[src/rtl/fetch_pkg.sv]
// Fetch-stage shared types and defaults.
package fetch_pkg;

   localparam int          PC_W_DEF     = 32;
   localparam int          IMEM_AW_DEF  = 10;
   localparam logic [31:0] RESET_PC_DEF = 32'h0000_0000;

   // Sequencer control state; exported on dbg_state for observation.
   typedef enum logic [1:0] {
      IDLE = 2'd0,
      RUN  = 2'd1,
      HALT = 2'd2
   } state_t;

endpackage : fetch_pkg

[src/rtl/fetch_sequencer.sv]
// Fetch sequencer: owns the fetch PC, drives the combinational instruction
// memory and registers fetched words into a valid/ready output slot.
//
// Output handshake: out_valid/out_inst/out_pc form a registered slot. A word
// transfers on a cycle where out_valid and out_ready are both high. While
// out_valid is high and out_ready is low the slot and the PC do not change.
// A redirect squashes the slot regardless of out_ready.
module fetch_sequencer
   import fetch_pkg::*;
#(
   parameter int              PC_W     = PC_W_DEF,
   parameter int              IMEM_AW  = IMEM_AW_DEF,
   parameter logic [PC_W-1:0] RESET_PC = PC_W'(RESET_PC_DEF)
) (
   input  logic               clk,
   input  logic               rst,
   output logic [IMEM_AW-1:0] imem_addr,
   input  logic [31:0]        imem_inst,
   input  logic               redirect_valid,
   input  logic [PC_W-1:0]    redirect_pc,
   input  logic               halt_req,
   input  logic               resume,
   output logic               out_valid,
   input  logic               out_ready,
   output logic [31:0]        out_inst,
   output logic [PC_W-1:0]    out_pc,
   output logic [PC_W-1:0]    out_pc_next,
   output logic               halted,
   output state_t             dbg_state
);

   state_t            state_q, state_d;
   logic [PC_W-1:0]   pc_q, pc_d;
   logic              out_valid_q, out_valid_d;
   logic [31:0]       out_inst_q, out_inst_d;
   logic [PC_W-1:0]   out_pc_q, out_pc_d;
   logic              fire;

   // Register all sequencer state; synchronous reset wins over every input.
   always_ff @(posedge clk) begin
      if (rst) begin
         state_q     <= IDLE;
         pc_q        <= RESET_PC;
         out_valid_q <= 1'b0;
         out_inst_q  <= 32'h0;
         out_pc_q    <= '0;
      end else begin
         state_q     <= state_d;
         pc_q        <= pc_d;
         out_valid_q <= out_valid_d;
         out_inst_q  <= out_inst_d;
         out_pc_q    <= out_pc_d;
      end
   end

   // Next-state, PC and output-slot update; redirect has top priority.
   always_comb begin
      state_d     = state_q;
      pc_d        = pc_q;
      out_valid_d = out_valid_q;
      out_inst_d  = out_inst_q;
      out_pc_d    = out_pc_q;
      fire        = (state_q == RUN) && !redirect_valid && !halt_req &&
                    (!out_valid_q || out_ready);

      // Slot and PC
      if (redirect_valid) begin
         pc_d        = redirect_pc;
         out_valid_d = 1'b0;
      end else if (fire) begin
         out_inst_d  = imem_inst;
         out_pc_d    = pc_q;
         out_valid_d = 1'b1;
         pc_d        = pc_q + PC_W'(1);
      end else if (out_valid_q && out_ready) begin
         out_valid_d = 1'b0;
      end

      // Control state; a redirect does not block halt entry
      case (state_q)
         IDLE: state_d = RUN;
         RUN: begin
            if (halt_req) state_d = HALT;
         end
         HALT: begin
            if (!halt_req && resume) state_d = RUN;
         end
         default: state_d = IDLE;
      endcase
   end

   assign imem_addr   = pc_q[IMEM_AW-1:0];
   assign out_valid   = out_valid_q;
   assign out_inst    = out_inst_q;
   assign out_pc      = out_pc_q;
   assign out_pc_next = out_pc_q + PC_W'(1);
   assign halted      = (state_q == HALT) && !out_valid_q;
   assign dbg_state   = state_q;

endmodule : fetch_sequencer

[config.mk]
export PLATFORM = sky130hd
export DESIGN_NAME = fetch_sequencer
export DESIGN_NICKNAME = d
export VERILOG_FILES = /design/src/rtl/fetch_pkg.sv /design/src/rtl/fetch_sequencer.sv
export SDC_FILE = /design/constraint.sdc
export NUM_CORES = 1
export LEC_CHECK = 0
export CAP_MARGIN = 30
export CORE_MARGIN = 5
export CORE_UTILIZATION = 49
export CTS_BUF_LIST = sky130_fd_sc_hd__clkbuf_8
export DETAILED_ROUTE_END_ITERATION = 12
export PLACE_DENSITY_LB_ADDON = 0.2
export SLEW_MARGIN = 5
export SYNTH_ARGS = -nofsm -noshare
export SYNTH_HDL_FRONTEND = slang
export SYNTH_SLANG_ARGS = --single-unit
[constraint.sdc]
create_clock -name clk -period 4.88 [get_ports clk]
set_clock_uncertainty 0.1 [all_clocks]
set_input_delay 0.488 -clock clk [delete_from_list [all_inputs] [get_ports clk]]
set_output_delay 0.488 -clock clk [all_outputs]
set_load 0.02 [all_outputs]
# After elaboration in Yosys (flattened, before gate mapping)
# Cells that the tools add are included.
# Widths: inputs -> output; s select.
# word_totals
register_bits	99
in_bits	70
word_cells	35
# classes
n_addsub	2
n_eq_ne	4
muxes	7
n_bitwise	1
reduce_logical	16
# ops
cell	count
$add 32x1->32 const B	2
$mux 32	2
$logic_and 1x1->1	6
$pmux 2 s3	1
$mux 2	2
$ne 2x2->1 const B	2
$reduce_and 2->1	2
$reduce_bool 2->1	2
$logic_not 1->1	3
$eq 2x1->1 const B	1
$eq 2x2->1 const B	1
$logic_not 2->1	1
$mux 1	2
$reduce_or 2->1	1
$logic_or 1x1->1	1
$not 1->1	1

# Longest topological paths before layout
# depth
depth_word	6
mapped_depth	7
depth_no_buf	6

# Least setup slack after synthesis
# Ideal clock, no wire load.
# synth_timing
kind	register to output
start	register out_pc_q[0], in the netlist out_pc[0]
end	output out_pc_next[14]
t_arrival_ns	2.070
required_time_ns	4.292
path_slack_ns	2.222
stages_incl_launch_ff	8
path_cell_list	dfxtp_1 > ha_1 > nand3_1 > nor3_1 > and3_1 > clkbuf_1 > nand3_1 > xnor2_1
# synth_between
elab_chain_cells	1
# synth_lines
item	line	source
from (decl)	fetch_sequencer.sv:36	logic [PC_W-1:0] out_pc_q, out_pc_d;
from (signal assigned)	fetch_sequencer.sv:52	out_pc_q <= out_pc_d;
$add 32x1->32	fetch_sequencer.sv:96	assign out_pc_next = out_pc_q + PC_W'(1);
to (decl)	fetch_sequencer.sv:27	output logic [PC_W-1:0] out_pc_next,
# Every way passes these cells.

# Worst setup path in the final report
# Ends and elaborated chain as after synthesis.

==> flow_summary.yaml <==
outcome:
  status: "finished, final reports clean"
timing:
  tightest_slew_ps: 969.8
  slew_viol_final: 0
  rsz0062_at_grt: "no"
  period_needed_ps: 3572
  maxSlewHeadroom: 0.3481
  max_freq_ghz: 0.2799
  finalHoldViolCount: 0
  final-setup-viol-count: 0
  fin_ws_ps: 1308
  fin_crit_sh: 0.7321
  final.setup.tns_ps: 0
place:
  place_area_mm2: 0.006466
  place_ws_ps: 1641
  port_buffers: 179
  dp.cells: 871
  dpl.hpwl_mm: 9.913
  gp_congestion: 0.8918
pwr:
  leakagePower_nw: 2.237
  power_density_mw_per_mm2: 245.7
  ir_drop_v: 0.0001440
critical_path:
  timing.rr.start: "dbg_state[0]"
  crit_start: "out_pc[0]"
  worstPathArrival_ps: 2980
  start_kind: "flip-flop"
  end_kind: "output port"
  crit_required_ps: 4290
  critPathKind: "reg -> out"
  path_max_fanout: 6
synthesis:
  synthDistinctLibCells: 41
  post_synth_inst_count: 604
  yosysSeqAreaShare: 0.4231
  ys_warn_count: 0
  yosys_register_bits: 99
  syn-cell-area_mm2: 0.004684
  synth_nets: 676
  avgSynthCellArea_um2: 7.756
hold_path:
  hp-class: "in -> reg"
  hp-start: "rst"
route:
  avgViaCountPerCell: 5.280
  antenna_left: 0
  routed_wl_mm: 13.36
  drtPass1Iterations: 5
  routedWlPerCell_um: 15.04
  drcViolationCount: 0
  vias: 4689
  dr.first_iter.drc_count: 270
finish:
  nNetsFinal: 826
  multiInputGateArea_mm2: 0.002489
  syn2layout_area_growth_pct: 42.76
  stdcell_count: 888
  fill_cells: 764
  seq_area_mm2: 0.001982
  final_util: 0.7204
  drive_gt1_frac: 0.03689
  stdcell_area_mm2: 0.006688
  n_antenna_cell: 0
clock_network:
  cts.clk_slew.worst_paths_ps: 100
  clkSinkCount: 99
  clock_path_buffers: 2
  cts_max_level: 3
  cts_resized: 0
  cts_setup_buffers: 0
  cts_root_buf: "clkbuf_8"
  clkLatencyLatePin_ps: 360
  cts_tree: "built"
  cts_buffers: 9
  cts_hold_buffers: 0
global_route:
  grt_pass1_vias: 4420
  grt_max_degree: 101
  grt_pass1_wl_mm: 21.13
  track_usage: 0.2231
  grt_antenna_before_repair: 0
  overflow: 0
flow_run:
  drv_cap: 0
die:
  dieArea_mm2: 0.01162
  io_pins: 180
  dieWidth_um: 107.8
  rows: 35
  coreArea_mm2: 0.009284
  die_y_um: 107.8
  start_util: 0.5046
==> registers in the layout, summed over array words and instances (netlist names) <==
register	cells
dbg_state	2
out_inst	32
out_pc	32
out_valid	1
pc_q	32
==> critical path: stages (launching register included) <==
cell	delay (ps)
dfxtp_1	420
ha_1	250
nand3_1	130
nor3_1	540
and3_1	370
nand3_1	130
xnor2_1	170
clkdlybuf4s50_1	620
==> placed cells by master (no fill, tap or decap), types with 5 or more instances in the layout <==
master	n
nand2_1	163
nand3_1	27
xor2_1	25
nand4_1	19
inv_1	7
dfxtp_1	99
a211oi_1	19
nor4_1	5
clkbuf_8	9
nor3_1	5
xnor2_1	31
clkdlybuf4s50_1	178
and3_1	10
a21oi_1	73
nor2_1	30
==> path summary, 6_finish.rpt <==
path | end | slack, ps | cells past startpoint
hold / removal | out_inst[12] | 260 | 2
hold reg to reg | out_inst[27] | 350 | 2
setup / recovery | out_pc_next[14] | 1310 | 7
setup reg to reg | out_inst[8] | 2090 | 6
==> cells in the mapped netlist <==
library cell	number	share of area
nand2b_1	2	0.0027
mux2_2	1	0.0024
or3b_1	1	0.0019
nor3b_1	2	0.0032
xnor2_1	31	0.058
o21a_1	1	0.0016
nand4_1	19	0.025
o31a_1	1	0.0019
nand4bb_1	1	0.0024
nor4_1	5	0.0067
o31ai_1	2	0.0032
o21bai_1	3	0.0048
xor2_1	25	0.047
mux2i_1	1	0.0021
nand3b_1	2	0.0032
buf_2	1	0.0011
nor4b_1	1	0.0019
buf_4	10	0.016
ha_1	2	0.0053
o21ai_0	4	0.0043
a21oi_1	73	0.078
a311oi_1	2	0.0037
dfxtp_1	99	0.42
inv_2	1	0.00080
a31oi_1	2	0.0027
and2_1	4	0.0053
buf_1	1	0.00080
nor2_1	31	0.025
nand2_1	163	0.13
nor4_2	4	0.011
inv_1	5	0.0040
and4_1	3	0.0056
and2_0	1	0.0013
a211oi_1	19	0.030
nor3_1	5	0.0053
nor2b_1	1	0.0013
clkbuf_1	32	0.026
nand3_1	28	0.030
and3_1	10	0.013
or4_4	1	0.0024
or3_1	4	0.0053
==> area by class of cell <==
type | instances | area share
clock buffers | 9 | 0.01852
well taps | 129 | 0.02413
clock inverters | 7 | 0.01048
repair buffers | 183 | 0.2750
flip-flops and latches | 99 | 0.2964
multi-input cells | 455 | 0.3721
inverters | 6 | 0.003368
==> per-layer routing <==
| metal | global-route usage | vias up | wire [um] |
|---|---|---|---|
| li1 | - | 2346 | - |
| met5 | 0 | - | 0 |
| met4 | 0.07935 | 0 | 293 |
| met3 | 0.04439 | 21 | 887 |
| met2 | 0.3903 | 164 | 6727 |
| met1 | 0.2706 | 2158 | 5450 |
==> power breakdown <==
part / switching [W] / leakage, nW / internal [W]
Clock: 0.000286 / 0.104 / 0.000237
Combinational: 0.000115 / 1.32 / 0.000126
Sequential: 0.0000383 / 0.808 / 0.000840
==> per-stage QoR <==
stage	total power, W	hold slack [ps]
finish	0.001643	263.5
detailed placement	0.001135	346.8
global route	0.001711	263.2
global placement	0.001128	341.0
floorplan	0.001011	337.1
CTS	0.001650	359.0
==> kinds of logic after synthesis <==
group	Yosys count	share of synthesized area
xor+xnor	56	0.1047
compound gates	107	0.1306
simple gates	288	0.2834
fa+ha+maj	2	0.005341
buf+inv	50	0.04834
flops	99	0.4231
mux	2	0.004541
Note: power is estimated with default switching activity, not from simulation.
